===== config.mk =====
export PLATFORM = sky130hd
export DESIGN_NAME = updown_counter_p
export DESIGN_NICKNAME = d
export VERILOG_FILES = /design/src/rtl/udcnt_pkg.sv /design/src/rtl/udcnt_next.sv /design/src/rtl/updown_counter_p.sv
export SDC_FILE = /design/constraint.sdc
export NUM_CORES = 1
export LEC_CHECK = 0
export CORE_ASPECT_RATIO = 1.4
export CORE_MARGIN = 3
export CORE_UTILIZATION = 57
export DETAILED_ROUTE_END_ITERATION = 10
export PLACE_DENSITY = 0.88
export SYNTH_ARGS = -nofsm -noshare
export SYNTH_HDL_FRONTEND = slang
export SYNTH_HIERARCHICAL = 1
export SYNTH_SLANG_ARGS = --single-unit

===== constraint.sdc =====
create_clock -name clk -period 8 [get_ports clk]
set_clock_uncertainty 0.05 [all_clocks]
set_input_delay 0.8 -clock clk [delete_from_list [all_inputs] [get_ports clk]]
set_output_delay 0.8 -clock clk [all_outputs]
set_load 0.01 [all_outputs]

===== src/rtl/udcnt_pkg.sv =====
// Shared types for the up/down counter: the per-edge operation and its priority decode.
package udcnt_pkg;

  typedef enum logic [1:0] {
    OP_HOLD = 2'd0,
    OP_LOAD = 2'd1,
    OP_UP   = 2'd2,
    OP_DOWN = 2'd3
  } op_t;

  // Load ignores en; up and down together cancel to a hold.
  function automatic op_t decodeOp(input logic load, input logic en,
                                   input logic up, input logic down);
    if (load)
      return OP_LOAD;
    else if (en && up && !down)
      return OP_UP;
    else if (en && down && !up)
      return OP_DOWN;
    else
      return OP_HOLD;
  endfunction

endpackage


===== src/rtl/udcnt_next.sv =====
// Combinational next-value unit: computes the next count and the overflow/underflow flags for one op.
module udcnt_next
  import udcnt_pkg::*;
#(
  parameter int WIDTH  = 8,
  parameter int STEP_W = 4
) (
  input  logic [WIDTH-1:0]  count,
  input  logic [WIDTH-1:0]  limit,
  input  logic [WIDTH-1:0]  load_val,
  input  logic [STEP_W-1:0] step,
  input  logic              sat,
  input  op_t               op,
  output logic [WIDTH-1:0]  next_count,
  output logic              ovf_n,
  output logic              unf_n
);

  logic [WIDTH:0]   sum;
  logic [WIDTH-1:0] stepExt;

  assign stepExt = WIDTH'(step);
  assign sum     = (WIDTH+1)'(count) + (WIDTH+1)'(step);

  // A count above a lowered limit overflows on the next up even with step=0,
  // while a down still subtracts normally without clamping.
  always_comb begin
    next_count = count;
    ovf_n      = 1'b0;
    unf_n      = 1'b0;
    unique case (op)
      OP_LOAD: begin
        next_count = (load_val > limit) ? limit : load_val;
      end
      OP_UP: begin
        if (sum <= {1'b0, limit}) begin
          next_count = sum[WIDTH-1:0];
        end else begin
          next_count = sat ? limit : '0;
          ovf_n      = 1'b1;
        end
      end
      OP_DOWN: begin
        if (stepExt <= count) begin
          next_count = count - stepExt;
        end else begin
          next_count = sat ? '0 : limit;
          unf_n      = 1'b1;
        end
      end
      default: begin
        next_count = count;
      end
    endcase
  end

endmodule


===== src/rtl/updown_counter_p.sv =====
// Parametrised up/down counter with programmable limit, step, load and wrap/saturate.
// Optional compare-match pulse is enabled by defining UDCNT_MATCH_EN.
module updown_counter_p
  import udcnt_pkg::*;
#(
  parameter int WIDTH  = 8,
  parameter int STEP_W = 4
) (
  input  logic              clk,
  input  logic              reset,
  input  logic              en,
  input  logic              up,
  input  logic              down,
  input  logic              load,
  input  logic [WIDTH-1:0]  load_val,
  input  logic [WIDTH-1:0]  limit,
  input  logic [STEP_W-1:0] step,
  input  logic              sat,
`ifdef UDCNT_MATCH_EN
  input  logic [WIDTH-1:0]  cmp_val,
  output logic              match,
`endif
  output logic [WIDTH-1:0]  count,
  output logic              ovf,
  output logic              unf,
  output logic              at_max,
  output logic              at_zero
);

  op_t              op;
  logic [WIDTH-1:0] nextCount;
  logic             ovfNext;
  logic             unfNext;

  assign op = decodeOp(load, en, up, down);

  udcnt_next #(
    .WIDTH  (WIDTH),
    .STEP_W (STEP_W)
  ) u_next (
    .count      (count),
    .limit      (limit),
    .load_val   (load_val),
    .step       (step),
    .sat        (sat),
    .op         (op),
    .next_count (nextCount),
    .ovf_n      (ovfNext),
    .unf_n      (unfNext)
  );

  always_ff @(posedge clk) begin
    if (reset) begin
      count <= '0;
      ovf   <= 1'b0;
      unf   <= 1'b0;
    end else begin
      count <= nextCount;
      ovf   <= ovfNext;
      unf   <= unfNext;
    end
  end

`ifdef UDCNT_MATCH_EN
  // Pulse only when the count actually moves onto cmp_val, so holding there stays quiet.
  always_ff @(posedge clk) begin
    if (reset)
      match <= 1'b0;
    else
      match <= (nextCount != count) && (nextCount == cmp_val);
  end
`endif

  assign at_max  = (count >= limit);
  assign at_zero = (count == '0);

endmodule


Yosys cells after proc, flatten, opt, wreduce, memory -nomap -nowiden --
Index checks and enable logic that the tools add are counted.
Cells by class: $add $sub $neg 2, order comparisons 4, eq/ne operators 3, mux-type cells 11, bitwise operators 2, reductions and logical operators 10
Operators with widths (number):
- $mux W8 | 5
- $pmux W8 S3 | 1
- $add A8 B4 Y9 | 1
- $le A9 B8 Y1 | 1
- $ge A8 B8 Y1 | 1
- $gt A8 B8 Y1 | 1
- $le A4 B8 Y1 | 1
- $logic_not A8 Y1 | 1
- $sub A8 B4 Y8 | 1
- $mux W2 | 3
- $eq A2 B2 Y1 const B | 2
- $logic_and A1 B1 Y1 | 4
- $reduce_or A2 Y1 | 2
- $reduce_bool A3 Y1 | 1
- $eq A2 B1 Y1 const B | 1
- $logic_not A1 Y1 | 2
- $mux W1 | 2
- $not A1 Y1 | 2
Storage, ports and cells: flip-flop bits (word level) 10, output and inout port bits 12

Longest topological paths before layout --
word-level depth 8, gate-level depth with buffers 17, depth with buffers taken out 16

Modules after synthesis --
The synthesis kept the hierarchy.
Modules (own cells, without submodules):
- udcnt_next | instances 1, cells each 191, area each 1387.6 um^2, sequential area each 0.0 um^2
- updown_counter_p | instances 1, cells each 53, area each 501.7 um^2, sequential area each 200.2 um^2

Worst setup path before layout --
OpenSTA, ideal clock, no wires.
path kind input -> register, start point input port step[2], end point register count[5], arrival 3.729 ns, data required time 7.836 ns, path slack 4.108 ns, stages on the path 17, buffers on the path 1, path through inv_1 -> ha_1 -> buf_6 -> or3b_4 -> a31oi_4 -> o21ai_2 -> xor2_1 -> inv_1 -> ha_1 -> nand4_1 -> nor2_1 -> a21oi_1 -> a211oi_2 -> and2_1 -> a2111oi_1 -> o32ai_1 -> nor2b_1
Between the ends: cells in the longest elaborated chain, start to end 4, elaborated cells between the ends (all ways) 7, classes of those cells add/sub: 2; order compare: 2; mux: 3
Ends and longest elaborated chain:
- start, declared | RTL line updown_counter_p.sv:17 | input logic [STEP_W-1:0] step,
- $add A8 B4 Y9 | RTL line udcnt_next.sv:23 | assign sum = (WIDTH+1)'(count) + (WIDTH+1)'(step);
- $le A9 B8 Y1 | RTL line udcnt_next.sv:36 | if (sum <= {1'b0, limit}) begin
- $mux W8 | RTL line udcnt_next.sv:36
- $pmux W8 S3 * | RTL line udcnt_next.sv:31 | unique case (op)
- via nextCount[5] | RTL line updown_counter_p.sv:31 | logic [WIDTH-1:0] nextCount;
- end signal, assigned | RTL line updown_counter_p.sv:58 | count <= nextCount;
- end, declared | RTL line updown_counter_p.sv:23 | output logic [WIDTH-1:0] count,
Mark *: on every way through the listed nets, which the timed path passes. The rest lies on a longest branch. A chain may end at the register's enable or synchronous reset.

Worst setup path in the final report --
Ends and elaborated chain as after synthesis.

==> results_dict.tcl <==
set metrics [dict create \
    cts_tree "yes" \
    start_util_pct 59.9 \
    ir_drop_v 0.0000998 \
    relSlewSlack_pct 69.3 \
    fin_crit_sh_pct 55.3 \
    cts_num_sinks 10 \
    holdWs_ps 605 \
    grt_pass1_vias 1977 \
    syn_inst 244 \
    layout-drive-gt1-share_pct 6.07 \
    synthesis.nets 305 \
    die_x_um 54.7 \
    cts_buffers 3 \
    grt_max_degree 17 \
    synth_cell_types 60 \
    synth_ff_type "dfxtp_1" \
    viasPerCell 6.28 \
    core-area_um2 3150 \
    final_util_pct 74.2 \
    synth_top_area_cell "ha_1" \
    cts_max_path_buffers 2 \
    dr.pass1.iters 4 \
    async_flop_share_pct 0 \
    run_status "finished clean" \
    syn_area_per_cell_um2 7.74 \
    ios 39 \
    period_minus_slack_ps 4420 \
    antenna_left 0 \
    diodes 0 \
    clk_latency_ps 240 \
    drt-wirelength-per-cell_um 17.0 \
    maxSlewViolCount 0 \
    ctsResizeCount 0 \
    portBuffers 38 \
    syn_to_final_growth_pct 23.8 \
    num_rows 24 \
    finalHoldViolations 0 \
    hold_path_class "reg -> reg" \
    tns_ps 0 \
    fmax_ghz 0.226 \
    worst_slack_ps 3580 \
    grt_pass1_wl_um 8950 \
    power_leakage_nw 1.05 \
    postCtsHoldBufs 0 \
    postCtsSetupBuffers 0 \
    cp-start-kind "primary input" \
    arrival_ps 4490 \
    drt_wl_total_um 5420 \
    yosysTopAreaCellShare_pct 21.2 \
    via_count 2003 \
    rsz0062_at_grt "no" \
    clk_pin_slew_ps 50 \
    post-place-ws_ps 3320 \
    worstSetupPathType "in -> reg" \
    finalSetupViolCount 0 \
    route.detailed.drc 0 \
    endpoint_kind "register" \
    clockRootBuffer "clkbuf_8" \
    overflow 0 \
    synth-edff-count 0 \
    synth.area.top_cells "ha_1 (21%), dfxtp_1 (11%), inv_1 (6.0%), a21oi_1 (4.2%), a21o_1 (3.6%)" \
    dieHeight_um 74.1 \
    tightestPinTransition_ps 460 \
    synth_warnings 6 \
    yosysSeqAreaShare_pct 10.6 \
    gp_congestion 0.935 \
    syn_area_um2 1890 \
    worstPathMaxFanout 8 \
    drt_iter0_drc 110 \
    ys_ff_latch 10 \
    maxCapViolCount 0 \
    htreeDepth 1 \
    hpwl_um 4360 \
    antenna_found_initial 0 \
    track_usage_pct 29.8 \
    cp.required_ps 8070 \
    p_per_area_nw_per_um2 138 \
    die-area_um2 4050 \
    fin_nets 342 \
]
critical path, stage by stage:
cell,delay (ps)
clkdlybuf4s50_1,480
inv_1,50
ha_1,400
or3b_4,450
a31oi_4,180
o21ai_2,70
xor2_1,200
inv_1,80
ha_1,310
nand4_1,100
nor2_1,50
a21oi_1,270
a211oi_2,190
and2_1,200
a2111oi_1,350
o32ai_1,140
nor2b_1,150
synthesized netlist by cell type (3+ instances only):
master,instances
nor2b_1,10
nand2_1,17
ha_1,32
xnor2_1,5
a21oi_1,16
mux2i_1,3
o21ai_0,6
o21ai_1,3
inv_1,30
o211ai_1,3
nor3_1,5
o21a_1,3
buf_2,3
a21o_1,9
xor2_1,4
a211oi_1,6
a31oi_1,3
nand4_1,6
dfxtp_1,10
nor2_1,15
metal layers:
layer	track usage (%)	vias up	share of wire, %
met3	4.01	18	6.8
met2	48.6	84	49
met1	35.9	924	41
met4	18.3	0	3.4
met5	0	-	0
li1	-	977	-
cell usage in the layout (no fill, tap or decap), types with 9 or more instances in the layout:
cell and instances:
a21o_1 9, clkdlybuf4s50_1 38, inv_1 30, ha_1 32, nor2b_1 10, nor2_1 15, dfxtp_1 10, a21oi_1 16
nand2_1 17
power by group:
part,internal [W],leakage [nW],switching [W]
registers,0.0000549,0.0826,0.0000130
clock network,0.0000435,0.0288,0.0000222
logic,0.0000877,0.939,0.000101
layout make-up:
class                           instances  area [µm²]
Multi-Input combinational cell        197        1540
Sequential cell                        10         200
Fill cell                             254         813
Tap cell                               39        48.8
Inverter                               30         113
Clock buffer                            4        55.1
Timing Repair Buffer                   39         388
per-stage QoR:
step	total power [W]	instance area (µm²)	instances
floorplan	0.000193	1890	244
global placement	0.000249	2280	315
detailed placement	0.000254	2280	315
CTS	0.000320	2340	319
global route	0.000347	2340	319
finish	0.000322	2340	319
path summary, 6_finish.rpt:
| path | from | cells past startpoint | slack [ps] | end |
|---|---|---|---|---|
| worst min-delay path | count[0]$_SDFF_PP0_ | 3 | 610 | count[0]$_SDFF_PP0_ |
| worst max-delay path | step[2] | 17 | 3580 | count[5]$_SDFF_PP0_ |
| worst min register to register | count[0]$_SDFF_PP0_ | 3 | 610 | count[0]$_SDFF_PP0_ |
| worst max register to register | count[2]$_SDFF_PP0_ | 15 | 4220 | count[5]$_SDFF_PP0_ |
flip-flops by register name, indices dropped and copies added (netlist names):
signal / count
count: 8
ovf: 1
unf: 1
cells by family (layout without fill, tap and decap cells):
group                      after synthesis  after routing  share of synthesized area (%)
xor gates and xnor gates                 9              9                           4.17
AOI/OAI and AO/OA                       79             79                           31.8
and+or+nand+nor                         72             72                           20.4
muxes                                    3              3                           1.59
buffers and inverters                   37             73                           8.15
adders and majority gates               34             34                           23.3
DFF                                     10             10                           10.6
No activity file was read; power rests on OpenSTA's default activity.
